### config.mk
export PLATFORM = sky130hd
export DESIGN_NAME = dca_mru_sequencer
export DESIGN_NICKNAME = d
export VERILOG_FILES = /design/src/rtl/dca_mru_seq_pkg.sv /design/src/rtl/dca_matrix_splitter.sv /design/src/rtl/dca_mru_credit_counter.sv /design/src/rtl/dca_mru_sequencer.sv
export SDC_FILE = /design/constraint.sdc
export NUM_CORES = 1
export LEC_CHECK = 0
export CAP_MARGIN = 20
export CELL_PAD_IN_SITES_DETAIL_PLACEMENT = 0
export CELL_PAD_IN_SITES_GLOBAL_PLACEMENT = 2
export CORE_MARGIN = 5
export CORE_UTILIZATION = 30
export DETAILED_ROUTE_END_ITERATION = 16
export PLACE_DENSITY = 0.82
export SYNTH_ARGS = -nofsm -noshare
export SYNTH_HDL_FRONTEND = slang
export SYNTH_SLANG_ARGS = --single-unit
### constraint.sdc
create_clock -name clk -period 5.8 [get_ports clk]
set_input_delay 0.87 -clock clk [delete_from_list [all_inputs] [get_ports clk]]
set_output_delay 0.87 -clock clk [all_outputs]
set_load 0.05 [all_outputs]
### src/rtl/dca_mru_seq_pkg.sv
// Shared definitions for the DCA MRU sequencer: opcode bit indices, LSU
// instruction formats, matrix/block info layouts and FSM encodings.
package dca_mru_seq_pkg;

    localparam int BW_DCA_MRU_OPCODE          = 12;
    localparam int BW_DCA_MATRIX_INFO_ALIGNED = 32;
    localparam int BW_DCA_BLOCK_INFO          = 32;
    localparam int BW_DCA_LSU_OPCODE          = 2;
    localparam int BW_DCA_MATRIX_LSU_INST     = BW_DCA_BLOCK_INFO + BW_DCA_LSU_OPCODE;
    localparam int BW_BLOCKED_STEP_INST       = 1 + BW_DCA_MRU_OPCODE;

    // Opcode bit indices; bits [11:9] carry the compute operation itself.
    localparam int DCA_MRU_OPCODE_INDEX_LSU_REQ_BASE       = 0;
    localparam int DCA_MRU_OPCODE_INDEX_TRANSPOSE_SRC_BASE = 4;
    localparam int DCA_MRU_OPCODE_INDEX_TRANSPOSE_DST      = 8;

    localparam logic [BW_DCA_LSU_OPCODE-1:0] OPCODE_READ  = 2'b01;
    localparam logic [BW_DCA_LSU_OPCODE-1:0] OPCODE_WRITE = 2'b10;

    typedef enum logic {
        IDLE = 1'b0,
        RUN  = 1'b1
    } mru_state_e;

    typedef struct packed {
        logic [15:0] base_addr;
        logic [7:0]  rows;
        logic [7:0]  cols;
    } matrix_info_t;

    typedef struct packed {
        logic [15:0] base_addr;
        logic [7:0]  blk_y;
        logic [7:0]  blk_x;
    } block_info_t;

    // Instruction layout: {opcode, dst_info, src_info[NUM_SRC-1] .. src_info[0]}.
    function automatic int inst_src_lsb(input int idx);
        return idx * BW_DCA_MATRIX_INFO_ALIGNED;
    endfunction

    function automatic int inst_dst_lsb(input int num_src);
        return num_src * BW_DCA_MATRIX_INFO_ALIGNED;
    endfunction

    function automatic int inst_opcode_lsb(input int num_src);
        return (num_src + 1) * BW_DCA_MATRIX_INFO_ALIGNED;
    endfunction

    // Index of the last block along one dimension; an empty dimension is one block.
    function automatic logic [7:0] blk_last_idx(input logic [7:0] dim, input int para);
        logic [31:0] d;
        d = {24'd0, dim};
        return (dim == 8'd0) ? 8'd0 : 8'((d - 32'd1) / 32'(para));
    endfunction

endpackage

### src/rtl/dca_matrix_splitter.sv
// Walks a matrix in MATRIX_SIZE_PARA-sized blocks. iterate_i advances the
// fast axis (y when col_first_i, else x); go_next_base_i wraps the fast axis
// and advances the slow axis, wrapping to (0,0) after the last block.
// is_last_x_o flags the fast axis at its last block.
module dca_matrix_splitter
    import dca_mru_seq_pkg::*;
#(
    parameter int MATRIX_SIZE_PARA = 8
) (
    input  logic         clk,
    input  logic         rst,
    input  logic         clear_i,
    input  logic         init_i,
    input  logic         col_first_i,
    input  matrix_info_t info_i,
    input  logic         iterate_i,
    input  logic         go_next_base_i,
    output block_info_t  block_info_o,
    output logic         is_last_x_o,
    output logic         is_last_element_o
);

    logic [7:0] blk_x_q, blk_x_d, blk_y_q, blk_y_d;
    logic [7:0] last_x, last_y;
    logic       inner_last, outer_last;

    // Block position bookkeeping for the current walk order.
    always_comb begin
        last_x     = blk_last_idx(info_i.cols, MATRIX_SIZE_PARA);
        last_y     = blk_last_idx(info_i.rows, MATRIX_SIZE_PARA);
        inner_last = col_first_i ? (blk_y_q == last_y) : (blk_x_q == last_x);
        outer_last = col_first_i ? (blk_x_q == last_x) : (blk_y_q == last_y);
    end

    // Next block index.
    always_comb begin
        blk_x_d = blk_x_q;
        blk_y_d = blk_y_q;
        if (clear_i || init_i) begin
            blk_x_d = '0;
            blk_y_d = '0;
        end else if (go_next_base_i) begin
            if (col_first_i) begin
                blk_y_d = '0;
                blk_x_d = outer_last ? 8'd0 : blk_x_q + 8'd1;
            end else begin
                blk_x_d = '0;
                blk_y_d = outer_last ? 8'd0 : blk_y_q + 8'd1;
            end
        end else if (iterate_i) begin
            if (col_first_i) begin
                blk_y_d = blk_y_q + 8'd1;
            end else begin
                blk_x_d = blk_x_q + 8'd1;
            end
        end
    end

    // Block index registers.
    always_ff @(posedge clk or posedge rst) begin
        if (rst) begin
            blk_x_q <= '0;
            blk_y_q <= '0;
        end else begin
            blk_x_q <= blk_x_d;
            blk_y_q <= blk_y_d;
        end
    end

    assign block_info_o      = '{base_addr: info_i.base_addr, blk_y: blk_y_q, blk_x: blk_x_q};
    assign is_last_x_o       = inner_last;
    assign is_last_element_o = inner_last & outer_last;

endmodule

### src/rtl/dca_mru_credit_counter.sv
// Outstanding-load credit counter: +1 per issued load step, -1 per consumed
// block set, saturating at 0 and CREDIT_DEPTH.
module dca_mru_credit_counter #(
    parameter  int CREDIT_DEPTH = 2,
    localparam int CW           = $clog2(CREDIT_DEPTH + 1)
) (
    input  logic clk,
    input  logic rst,
    input  logic clear_i,
    input  logic inc_i,
    input  logic dec_i,
    output logic credit_avail_o
);

    logic [CW-1:0] credit_q, credit_d;

    // Next credit value; a simultaneous inc and dec cancels out.
    always_comb begin
        // NOTE: default first so every path assigns credit_d and no latch is inferred.
        credit_d = credit_q;
        if (clear_i) begin
            credit_d = '0;
        end else if (inc_i && !dec_i && (credit_q < CW'(CREDIT_DEPTH))) begin
            credit_d = credit_q + CW'(1);
        end else if (dec_i && !inc_i && (credit_q != '0)) begin
            credit_d = credit_q - CW'(1);
        end
    end

    // Credit register.
    always_ff @(posedge clk or posedge rst) begin
        // NOTE: state registers use non-blocking assignment so all flops update together.
        if (rst) begin
            credit_q <= '0;
        end else begin
            credit_q <= credit_d;
        end
    end

    assign credit_avail_o = (credit_q < CW'(CREDIT_DEPTH));

endmodule

### src/rtl/dca_mru_sequencer.sv
// MRU instruction sequencer: latches one instruction, then per block step
// issues a load per active source, one compute step and one destination
// store, all in the same cycle, throttled by an outstanding-load credit.
// Optional macro DCA_MRU_SEQUENCER_PERF_EN adds step/stall counters.
module dca_mru_sequencer
    import dca_mru_seq_pkg::*;
#(
    parameter  int MATRIX_SIZE_PARA = 8,
    parameter  int NUM_SRC          = 2,
    parameter  int CREDIT_DEPTH     = 2,
    localparam int BW_INST          = BW_DCA_MRU_OPCODE + (NUM_SRC + 1) * BW_DCA_MATRIX_INFO_ALIGNED
) (
    input  logic                                      clk,
    input  logic                                      rst,
    input  logic                                      clear,
    input  logic                                      enable,
    output logic                                      busy,
    input  logic                                      inst_valid,
    input  logic [BW_INST-1:0]                        inst,
    output logic                                      inst_ready,
    output logic                                      inst_done,
    output logic [NUM_SRC-1:0]                        ld_req_valid,
    input  logic [NUM_SRC-1:0]                        ld_req_ready,
    output logic [NUM_SRC*BW_DCA_MATRIX_LSU_INST-1:0] ld_req_inst,
    input  logic                                      ld_consumed,
    output logic                                      step_valid,
    input  logic                                      step_ready,
    output logic [BW_BLOCKED_STEP_INST-1:0]           step_inst,
    output logic                                      st_req_valid,
    input  logic                                      st_req_ready,
    output logic [BW_DCA_MATRIX_LSU_INST-1:0]         st_req_inst
`ifdef DCA_MRU_SEQUENCER_PERF_EN
    ,
    output logic [31:0]                               perf_step_count,
    output logic [31:0]                               perf_stall_lsu,
    output logic [31:0]                               perf_stall_credit
`endif
);

    localparam int IW      = BW_DCA_MATRIX_INFO_ALIGNED;
    localparam int LW      = BW_DCA_MATRIX_LSU_INST;
    localparam int DST_LSB = inst_dst_lsb(NUM_SRC);
    localparam int OPC_LSB = inst_opcode_lsb(NUM_SRC);

    mru_state_e                   state_q, state_d;
    logic [BW_INST-1:0]           inst_q;
    logic [BW_DCA_MRU_OPCODE-1:0] opcode;
    logic [NUM_SRC-1:0]           src_active, src_transpose;
    logic                         accept, fire, readies_ok, credit_ok, credit_avail;
    logic                         dst_last_element;
    matrix_info_t                 mat_info [NUM_SRC+1];
    block_info_t                  blk_info [NUM_SRC+1];
    logic [NUM_SRC:0]             is_last_x, is_last_element;
    logic [NUM_SRC:0]             split_iterate, split_go_next, split_col_first;

    // Decode the registered instruction and derive per-splitter controls.
    always_comb begin
        opcode        = inst_q[OPC_LSB +: BW_DCA_MRU_OPCODE];
        src_active    = opcode[DCA_MRU_OPCODE_INDEX_LSU_REQ_BASE +: NUM_SRC];
        src_transpose = opcode[DCA_MRU_OPCODE_INDEX_TRANSPOSE_SRC_BASE +: NUM_SRC];
        for (int i = 0; i < NUM_SRC; i++) begin
            mat_info[i]        = inst_q[inst_src_lsb(i) +: IW];
            split_iterate[i]   = fire & src_active[i];
            split_go_next[i]   = split_iterate[i] & is_last_x[i];
            split_col_first[i] = ~src_transpose[i];
        end
        mat_info[NUM_SRC]        = inst_q[DST_LSB +: IW];
        split_iterate[NUM_SRC]   = fire;
        split_go_next[NUM_SRC]   = fire & is_last_x[NUM_SRC];
        split_col_first[NUM_SRC] = ~opcode[DCA_MRU_OPCODE_INDEX_TRANSPOSE_DST];
    end

    // FSM next state and request outputs; every request fires together.
    always_comb begin
        state_d          = state_q;
        busy             = 1'b0;
        inst_ready       = 1'b0;
        accept           = 1'b0;
        fire             = 1'b0;
        dst_last_element = is_last_element[NUM_SRC];
        readies_ok       = step_ready & st_req_ready & (&(ld_req_ready | ~src_active));
        credit_ok        = credit_avail | ~(|src_active);
        case (state_q)
            IDLE: begin
                inst_ready = enable;
                accept     = enable & inst_valid;
                if (accept) state_d = RUN;
            end
            RUN: begin
                busy = 1'b1;
                fire = enable & readies_ok & credit_ok;
                if (fire && dst_last_element) state_d = IDLE;
            end
            default: state_d = IDLE;
        endcase
        if (clear) state_d = IDLE;

        step_valid   = fire;
        st_req_valid = fire;
        ld_req_valid = {NUM_SRC{fire}} & src_active;
        inst_done    = fire & dst_last_element & ~clear;
        step_inst    = {dst_last_element, opcode};
        st_req_inst  = {blk_info[NUM_SRC], OPCODE_WRITE};
        ld_req_inst  = '0;
        for (int i = 0; i < NUM_SRC; i++) begin
            ld_req_inst[i*LW +: LW] = {blk_info[i], OPCODE_READ};
        end
    end

    // State and instruction registers.
    always_ff @(posedge clk or posedge rst) begin
        if (rst) begin
            state_q <= IDLE;
            // NOTE: the instruction register is reset so decode never sees X after reset.
            inst_q  <= '0;
        end else begin
            state_q <= state_d;
            if (accept && !clear) inst_q <= inst;
        end
    end

    for (genvar g = 0; g <= NUM_SRC; g++) begin : g_split
        dca_matrix_splitter #(
            .MATRIX_SIZE_PARA (MATRIX_SIZE_PARA)
        ) u_split (
            .clk               (clk),
            .rst               (rst),
            .clear_i           (clear),
            .init_i            (accept & ~clear),
            .col_first_i       (split_col_first[g]),
            .info_i            (mat_info[g]),
            .iterate_i         (split_iterate[g]),
            .go_next_base_i    (split_go_next[g]),
            .block_info_o      (blk_info[g]),
            .is_last_x_o       (is_last_x[g]),
            .is_last_element_o (is_last_element[g])
        );
    end

    dca_mru_credit_counter #(
        .CREDIT_DEPTH (CREDIT_DEPTH)
    ) u_credit (
        .clk            (clk),
        .rst            (rst),
        .clear_i        (clear),
        .inc_i          (fire & (|src_active)),
        .dec_i          (ld_consumed & enable),
        .credit_avail_o (credit_avail)
    );

`ifdef DCA_MRU_SEQUENCER_PERF_EN
    logic [31:0] perf_step_q, perf_lsu_q, perf_credit_q;
    logic        stall_lsu, stall_credit;

    assign stall_lsu    = busy & enable & ~readies_ok;
    assign stall_credit = busy & enable & readies_ok & ~credit_ok;

    // Saturating performance counters, restarted per instruction.
    always_ff @(posedge clk or posedge rst) begin
        if (rst) begin
            perf_step_q   <= '0;
            perf_lsu_q    <= '0;
            perf_credit_q <= '0;
        end else if (clear || accept) begin
            perf_step_q   <= '0;
            perf_lsu_q    <= '0;
            perf_credit_q <= '0;
        end else begin
            if (fire && (perf_step_q != '1))           perf_step_q   <= perf_step_q + 32'd1;
            if (stall_lsu && (perf_lsu_q != '1))       perf_lsu_q    <= perf_lsu_q + 32'd1;
            if (stall_credit && (perf_credit_q != '1)) perf_credit_q <= perf_credit_q + 32'd1;
        end
    end

    assign perf_step_count   = perf_step_q;
    assign perf_stall_lsu    = perf_lsu_q;
    assign perf_stall_credit = perf_credit_q;
`endif

endmodule

Word-level counts from Yosys, hierarchy flattened
Index checks and enable logic that the tools add are counted.

word-level totals
  logic and storage cells = 147
  input bits = 118
  register bits after elaboration = 159

operators by class
  muxes and demuxes = 59
  order comparisons = 1
  reductions and logical operators = 32
  eq/ne operators = 9
  bitwise operators = 23
  add/subtract/negate cells = 14

operators by type and width
  cell                   number
  $mux W8                42
  $sub A8 B1 Y9 const B  6
  $add A8 B1 Y8 const B  6
  $eq A8 B8 Y1           6
  $logic_not A8 Y1       6
  $reduce_bool A3 Y1     7
  $and A1 B1 Y1          16
  $reduce_and A2 Y1      7
  $mux W1                13
  $ne A3 B1 Y1 const B   3
  $logic_and A1 B1 Y1    6
  $mux W2                3
  $logic_not A1 Y1       3
  $not A1 Y1             3
  $add A2 B1 Y2 const B  1
  $and A2 B2 Y2          1
  $lt A2 B2 Y1 const B   1
  $not A2 Y2             1
  $or A2 B2 Y2           1
  $pmux W1 S2            1
  $reduce_bool A2 Y1     1
  $reduce_or A2 Y1       1
  $sub A2 B1 Y2 const B  1
  $logic_or A1 B1 Y1     1
  $or A1 B1 Y1           1

Longest topological paths before layout
Gate-level depths: netlist of run 1.

  depth in word-level cells = 14
  mapped depth = 10

Hierarchy
From an unflattened synthesis of run 1, not the netlist that was laid out.

second synthesis, totals
  cells, all modules = 879
  area total of the unflattened synthesis = 9,621.7 sq um

by module, submodules not included
  module                                         sequential area each (sq um)  cells an instance  area each (sq um)  times used
  dca_mru_sequencer                              2,727.6                       274                4,694.5            1
  dca_matrix_splitter at g_split[1].u_split ...  400.4                         198                1,597.8            2
  dca_matrix_splitter at g_split[0].u_split      400.4                         193                1,589.0            1
  dca_mru_credit_counter                         50.0                          16                 142.6              1

Least setup slack after synthesis of run 1
No wires, ideal clock.

  path kind = register to output
  start point = register g_split[2].u_split.blk_y_q[4]
  end point = output inst_done
  stages on the path, launching flop included = 10
  data arrival time = 2,802 ps
  path slack = 2,128 ps
  path buffers = 1
  cell sequence = dfrtp_1 -> clkbuf_1 -> nor4_1 -> nor3_1 -> a211oi_1 -> o31ai_1 -> nor3_1 -> and2_1 -> nand2_1 -> nor2_1

between the ends
  cells in the longest elaborated chain, start to end = 5
  elaborated cells between the ends (all ways) = 6
  classes of those cells = 1 x eq/ne; 2 x mux; 3 x bitwise

RTL lines
  element                          line                                                  RTL
  start: declaration               dca_matrix_splitter.sv:23                             logic [7:0] blk_x_q, blk_x_d, blk_y_q, blk_y_d;
  start signal: assignment         dca_matrix_splitter.sv:66                             blk_y_q <= blk_y_d;
  $eq A8 B8 Y1 (*)                 dca_matrix_splitter.sv:31, dca_matrix_splitter.sv:32
  $mux W1 (on tied branches)       dca_matrix_splitter.sv:31, dca_matrix_splitter.sv:32
  $and A1 B1 Y1 (*)                dca_matrix_splitter.sv:72                             assign is_last_element_o = inner_last & outer_last;
  named net dst_last_element       dca_mru_sequencer.sv:50                               logic dst_last_element;
  $and A1 B1 Y1 (*) (2 in series)  dca_mru_sequencer.sv:101                              inst_done = fire & dst_last_element & ~clear;
  end: declaration                 dca_mru_sequencer.sv:21                               output logic inst_done,

Mark *: on every way through the listed nets, which the timed path passes. The rest lies on a longest branch.

Final worst setup path of run 1
  start point = register inst_q[65]
  end point = output inst_done

between the ends
  cells in the longest elaborated chain, start to end = 7
  elaborated cells between the ends (all ways) = 9
  classes of those cells = 1 x add/sub; 1 x eq/ne; 3 x mux; 3 x bitwise; 1 x reduce/logical

RTL lines
  element                                                   line                                                  RTL
  start: declaration                                        dca_mru_sequencer.sv:46                               logic [BW_INST-1:0] inst_q;
  start signal: assignment                                  dca_mru_sequencer.sv:118                              if (accept && !clear) inst_q <= inst;
  $sub A8 B1 Y9 / $logic_not A8 Y1 (equally long branches)  dca_mru_seq_pkg.sv:54                                 return (dim == 8'd0) ? 8'd0 : 8'((d - 32'd1) / 32'(para));
  $mux W8 (*)                                               dca_mru_seq_pkg.sv:54
  $eq A8 B8 Y1 (*)                                          dca_matrix_splitter.sv:31, dca_matrix_splitter.sv:32
  $mux W1 (on tied branches)                                dca_matrix_splitter.sv:31, dca_matrix_splitter.sv:32
  $and A1 B1 Y1 (*)                                         dca_matrix_splitter.sv:72
  $and A1 B1 Y1 (*) (2 in series)                           dca_mru_sequencer.sv:101

Every way passes the cells marked *; elsewhere a longest branch is shown, timed or not.

==> results.cfg, run 1 <==
[final_layout]
final_nets = 1134
final_area_mm2 = 0.0116
layout-drive-gt1-share_pct = 16.1
diodes = 0
final_common_cell = clkdlybuf4s50_1
final_cell_mix = clkdlybuf4s50_1, dfrtp_1, mux2_2
area_growth_pct = 33.3
fill_cells = 2788

[sta]
rsz0062_at_grt = false
worstMarginPinSlew_ns = 1.05
period_needed_ns = 4.61
finalSetupViolCount = 0
max_freq_ghz = 0.217
hold_violations = 0
finalMaxSlewViolations = 0
fin_crit_sh_pct = 79.5
relSlewSlack_pct = 30.1
skew_ns = 0.0118
final.setup.worst_slack_ns = 1.19
tns_ns = 0

[critical_path]
crit_path_end = inst_done
crit-reg2reg-launch = inst_q[8]
critPathMostFrequentCell = nor2_1
cp_slowest_cell = clkdlybuf4s50_1
r2r-end = g_split[0].u_split.blk_x_q[6]
r2r_cells = 8
worstSetupPathType = reg -> out
path_cells = or4_1 > or3_1 > a31oi_1 > nand4_1 > nor2_1 > and2_1 > nand2_1 > nor2_1 > clkdlybuf4s50_1
startpoint = inst_q[65]
crit_fanout = 9
arrival_ns = 3.74
required_ns = 4.93
startpoint_type = register
critPathMaxStageDelay_ns = 0.81
r2r_slack_ns = 2.40
crit_path_end_kind = primary output

[synth]
synthArstFlopShare_pct = 100
ys_ff_latch = 159
synth_area_mm2 = 0.00873
ys_warn_count = 0
yosysSeqAreaShare_pct = 45.6
synthFlopType = dfrtp_1
synth_cell_types = 66
synth_edf_count = 0
syn_inst = 849
syn_avg_cell_area_um2 = 10.3

[cts]
clock-sinks = 159
ctsHoldBuffers = 0
postCtsSetupRepairBufs = 0
htree_levels = 4
cts_tree = done
cts_buffers = 17
clkSlewWorstSetupHoldPaths_ns = 0.07
cts_root_buffer = clkbuf_16
cts_resized = 0
clk_path_buf_depth = 2
insertion_delay_ns = 0.43

[power]
ir_worst_vdd_mv = 0.217
powerDensity_mw_per_mm2 = 321
totalPowerFinal_mw = 3.73
p_leak_nw = 4.60

[drt]
via_per_inst = 4.92
top_layer_used = met4
wl_met1_um = 10600
drc_errors = 0
wl_met3_um = 1180
drt-pass1-iter-count = 4
routedWlPerCell_um = 16.5
wirelength_um = 23200
vias = 6904
first_iter_violations = 324
final_antenna_net_count = 0
wl_met2_um = 11200

[run_status]
status = completed

[global_route]
track_usage_pct = 14.0
grt_pass1_vias = 6912
grt_pass1_wl_um = 37600
grt_max_degree = 79
grt_overflow = 0
antenna_found_initial = 0

[floorplanning]
start_util_pct = 30.4
die_area_mm2 = 0.0326
io_pins = 240
coreArea_mm2 = 0.0287
rows = 62
die_h_um = 181
die_x_um = 181

[placed_design]
port-buffer-count = 233
place_hpwl_um = 16500
placed_area_mm2 = 0.0110
gp_congestion = 0.790
preCtsSetupSlack_ns = 1.48

[flow_run]
drv_cap = 0

[hold_path]
hold_path.class = reg -> reg
-- layout make-up --
type	instances	area, um^2	area share (%)
clock inverters	11	193	1.66
multi-input cells	577	4100	35.3
clock buffers	18	429	3.69
inverters	16	65.1	0.560
repair buffers	239	2380	20.4
well taps	384	480	4.13
flip-flops and latches	159	3980	34.2
-- synthesized netlist by cell type (5+ instances only) --
cell / instances / share of area [%]
a211oi_1: 8 / 0.69
o31ai_1: 10 / 0.86
nor4_1: 15 / 1.1
clkbuf_1: 41 / 1.8
inv_1: 16 / 0.69
a21oi_1: 35 / 2.0
a2bb2oi_1: 6 / 0.60
xnor2_1: 11 / 1.1
nor3_1: 26 / 1.5
or2_2: 7 / 0.50
nor2b_1: 11 / 0.79
and2_1: 6 / 0.43
and3_1: 22 / 1.6
mux2_2: 104 / 13
a32o_1: 6 / 0.69
or4_1: 5 / 0.43
buf_4: 58 / 5.0
mux2i_1: 10 / 1.1
or3_1: 9 / 0.65
nand4_1: 10 / 0.72
nand2_1: 45 / 1.9
ha_1: 6 / 0.86
nand3_1: 22 / 1.3
nand3b_1: 13 / 1.1
o21ai_0: 49 / 2.8
nand2b_1: 16 / 1.1
dfrtp_1: 159 / 46
nor2_1: 45 / 1.9
a221o_1: 5 / 0.57
-- critical path: cells and delay by family (launching register included) --
kind | cells | cell delay (ns)
AND/OR/NAND/NOR | 7 | 1.93
buffers and inverters | 1 | 0.81
flip-flops | 1 | 0.40
AO/OA/AOI/OAI | 1 | 0.17
-- worst min-delay path by stage --
stage                    startpoint                    to  slack, ns  cells past startpoint
6_report       u_credit.credit_q[0]  u_credit.credit_q[0]       0.50                      1
5_1_grt        u_credit.credit_q[0]  u_credit.credit_q[0]       0.51                      1
4_1_cts        u_credit.credit_q[0]  u_credit.credit_q[0]       0.50                      1
3_5_place_dp   u_credit.credit_q[0]  u_credit.credit_q[0]       0.49                      1
3_3_place_gp   u_credit.credit_q[0]  u_credit.credit_q[0]       0.48                      1
2_1_floorplan  u_credit.credit_q[0]  u_credit.credit_q[0]       0.45                      1
-- cells by family (layout without fill, tap and decap cells) --
| family | count (synthesis) | count (layout) | share of synthesized area, % |
|---|---|---|---|
| AO/OA/AOI/OAI | 165 | 165 | 12.8 |
| adder cells (fa/ha/maj) | 6 | 6 | 0.860 |
| flip-flops | 159 | 159 | 45.6 |
| multiplexers | 114 | 114 | 14.6 |
| other | 2 | 6 | 0.0861 |
| buffers and inverters | 117 | 284 | 7.63 |
| XOR/XNOR | 15 | 15 | 1.51 |
| AND/OR/NAND/NOR | 271 | 271 | 17.0 |
-- where the power goes --
group | switching, mW | internal [mW]
Clock | 0.461 | 0.756
Sequential | 0.169 | 1.28
Combinational | 0.611 | 0.459
Total | 1.24 | 2.49
-- through the flow --
| stage | util [%] | std cells | hold WS, ns |
|---|---|---|---|
| global route | 40.5 | 1404 | 0.506 |
| finish | 40.5 | 1404 | 0.500 |
| detailed placement | 38.3 | 1375 | 0.485 |
| floorplan | - | 853 | 0.449 |
| CTS | 40.5 | 1404 | 0.500 |
| global placement | 38.3 | 1375 | 0.482 |
-- layer usage --
layer | GRT usage [%] | up-vias
li1 | - | 3356
met1 | 18.1 | 3400
met2 | 23.2 | 133
met3 | 3.98 | 15
met4 | 3.99 | 0
met5 | 0 | -
-- sequential cells by signal, indices dropped and copies added, names as in the netlist --
name                     cells
inst_q                     108
g_split.u_split.blk_y_q     24
u_credit.credit_q            2
state_q                      1
g_split.u_split.blk_x_q     24
Power figures use the tool's default switching activity.
==> inputs of run 2 (changes only) <==
CORE_UTILIZATION = 27   (was 30)
PLACE_DENSITY = 0.78   (was 0.82)
clock period = 4.1 ns   (was 5.8 ns; I/O delays follow)
==> run 2 against run 1 <==
Setup slack worse by 0.83 ns. Clock skew fell by 0.0033 ns. Count of clock-buffer cells in the layout grew 1. Highest routed layer is now met5.
==> results.cfg, run 2 (synthesized netlist as in run 1, its figures left out) <==
[global_route]
grt_max_degree = 81
grtUsageMet1_pct = 16.3
grt_use_met2_pct = 21.0
top_usage_layer = met2
grt_overflow = 0
grt_pass1_wl_um = 38500
track_usage_pct = 13.1
grt_pass1_vias = 7104
grt_use_met3_pct = 5.93
antenna_found_initial = 2

[floorplanning]
io_pins = 240
die_area_mm2 = 0.0360
coreArea_mm2 = 0.0317
die_x_um = 190
start_util_pct = 27.5
die_h_um = 190
rows = 65

[placed_design]
preCtsSetupSlack_ns = 0.341
place_hpwl_um = 16800
gp_congestion = 0.792
port-buffer-count = 233
placed_area_mm2 = 0.0111

[cts]
clk_path_buf_depth = 2
cts_buffers = 17
cts_root_buffer = clkbuf_16
insertion_delay_ns = 0.43
htree_levels = 4
postCtsSetupRepairBufs = 0
clock-sinks = 159
cts_tree = done
clkSlewWorstSetupHoldPaths_ns = 0.07

[sta]
relSlewSlack_pct = 53.0
tns_ns = 0
rsz0062_at_grt = false
max_freq_ghz = 0.267
final.setup.worst_slack_ns = 0.360
finalSetupViolCount = 0
period_needed_ns = 3.74
finalMaxSlewViolations = 0
skew_ns = 0.00845
fin_crit_sh_pct = 91.2
whs_ns = 0.500
hold_violations = 0
worstMarginPinSlew_ns = 0.699

[final_layout]
layout-drive-gt1-share_pct = 16.9
seq_area_mm2 = 0.00398
multi_input_area_mm2 = 0.00410
fill_cells = 3198
diodes = 0
area_growth_pct = 33.7
final_nets = 1141
reg.largest.list = inst_q: 108 flops, g_split.u_split.blk_x_q: 24 flops, g_split.u_split.blk_y_q: 24 flops
final_common_cell = clkdlybuf4s50_1
final_area_mm2 = 0.0117
largest_register_ffs = 108
final_cell_mix = clkdlybuf4s50_1, dfrtp_1, mux2_2
top_register = inst_q

[power]
clkPwrFrac_pct = 30.4
powerDensity_mw_per_mm2 = 440
p_int_mw = 3.31
totalPowerFinal_mw = 5.13
comb_power_share_pct = 29.7
p_leak_nw = 4.62
p_switching_mw = 1.82
ir_worst_vdd_mv = 0.342
seqPwrFrac_pct = 39.9
p_sw_share_pct = 35.5

[drt]
first_iter_violations = 302
via_per_inst = 4.88
drc_errors = 0
drt-pass1-iter-count = 4
final_antenna_net_count = 0
vias = 6987
routedWlPerCell_um = 16.5
wirelength_um = 23600

[flow_run]
drv_cap = 0

[critical_path]
crit_fanout = 9
startpoint_type = register
arrival_ns = 3.12
crit_path_end_kind = primary output
worstSetupPathType = reg -> out
required_ns = 3.48

[run_status]
status = completed

[hold_path]
hold_path.class = reg -> reg
[run 2: changes by cell type in the layout (fill, tap and decap cells not counted), moves of 2 or more]
cell             delta
clkdlybuf4s50_1     -2
inv_6               +3
buf_12              +3
bufinv_16           -4
buf_4               +5
clkinvlp_4          +2
[run 2: metrics by stage]
stage | std cells | utilization, %
2_1_floorplan | 853 | -
3_3_place_gp | 1400 | 35.0
3_5_place_dp | 1400 | 35.0
5_1_grt | 1432 | 36.8
4_1_cts | 1432 | 36.8
6_report | 1432 | 36.8
[run 2: worst paths after layout]
path	slack [ns]	cells past startpoint	startpoint	end
worst min register to register	0.50	1	u_credit.credit_q[0]	u_credit.credit_q[0]
worst max register to register	0.90	8	inst_q[33]	g_split[1].u_split.blk_y_q[7]
worst min-delay path	0.50	1	u_credit.credit_q[0]	u_credit.credit_q[0]
worst max-delay path	0.36	9	inst_q[65]	inst_done
max in group asynchronous	2.69	3	rst	g_split[1].u_split.blk_y_q[3]
min in group asynchronous	0.62	2	rst	inst_q[61]
[run 2: final cells by class]
type / instances / share of cell area, %
clock buffer: 19 / 3.71
tap: 402 / 4.31
inverter: 16 / 0.547
sequential: 159 / 34.1
clock inverter: 13 / 1.12
timing repair buffer: 246 / 21.1
multi-input combinational: 577 / 35.1
[run 2: worst max-delay path, stage by stage, from the launching register on]
cell	delay, ns
dfrtp_1	0.40
or4_1	0.68
or3_1	0.39
a31oi_1	0.18
nand4_1	0.14
nor2_1	0.30
and2_1	0.24
nand2_1	0.07
nor2_1	0.09
buf_4	0.21
[run 2: power by group through the flow]
| stage | logic, mW | clock network [mW] | registers [mW] |
|---|---|---|---|
| global placement | 1.53 | 0 | 2.07 |
| finish | 1.52 | 1.56 | 2.05 |
| CTS | 1.54 | 1.63 | 2.05 |
| floorplan | 1.16 | 0 | 2.06 |
| detailed placement | 1.54 | 0 | 2.08 |
| global route | 1.63 | 1.70 | 2.10 |
[run 2: metal layers]
layer / vias up / wire (um)
met1: 3418 / 10500
met4: 4 / 287
met2: 176 / 10900
met5: - / 27
met3: 20 / 1950
li1: 3369 / -
[run 2: timing repair]
action / 4_1_cts / 5_1_grt
resized for setup: 1 / 2
setup endpoints to repair: 1 / 1
hold buffers: 0 / 0
cloned: 0 / 0
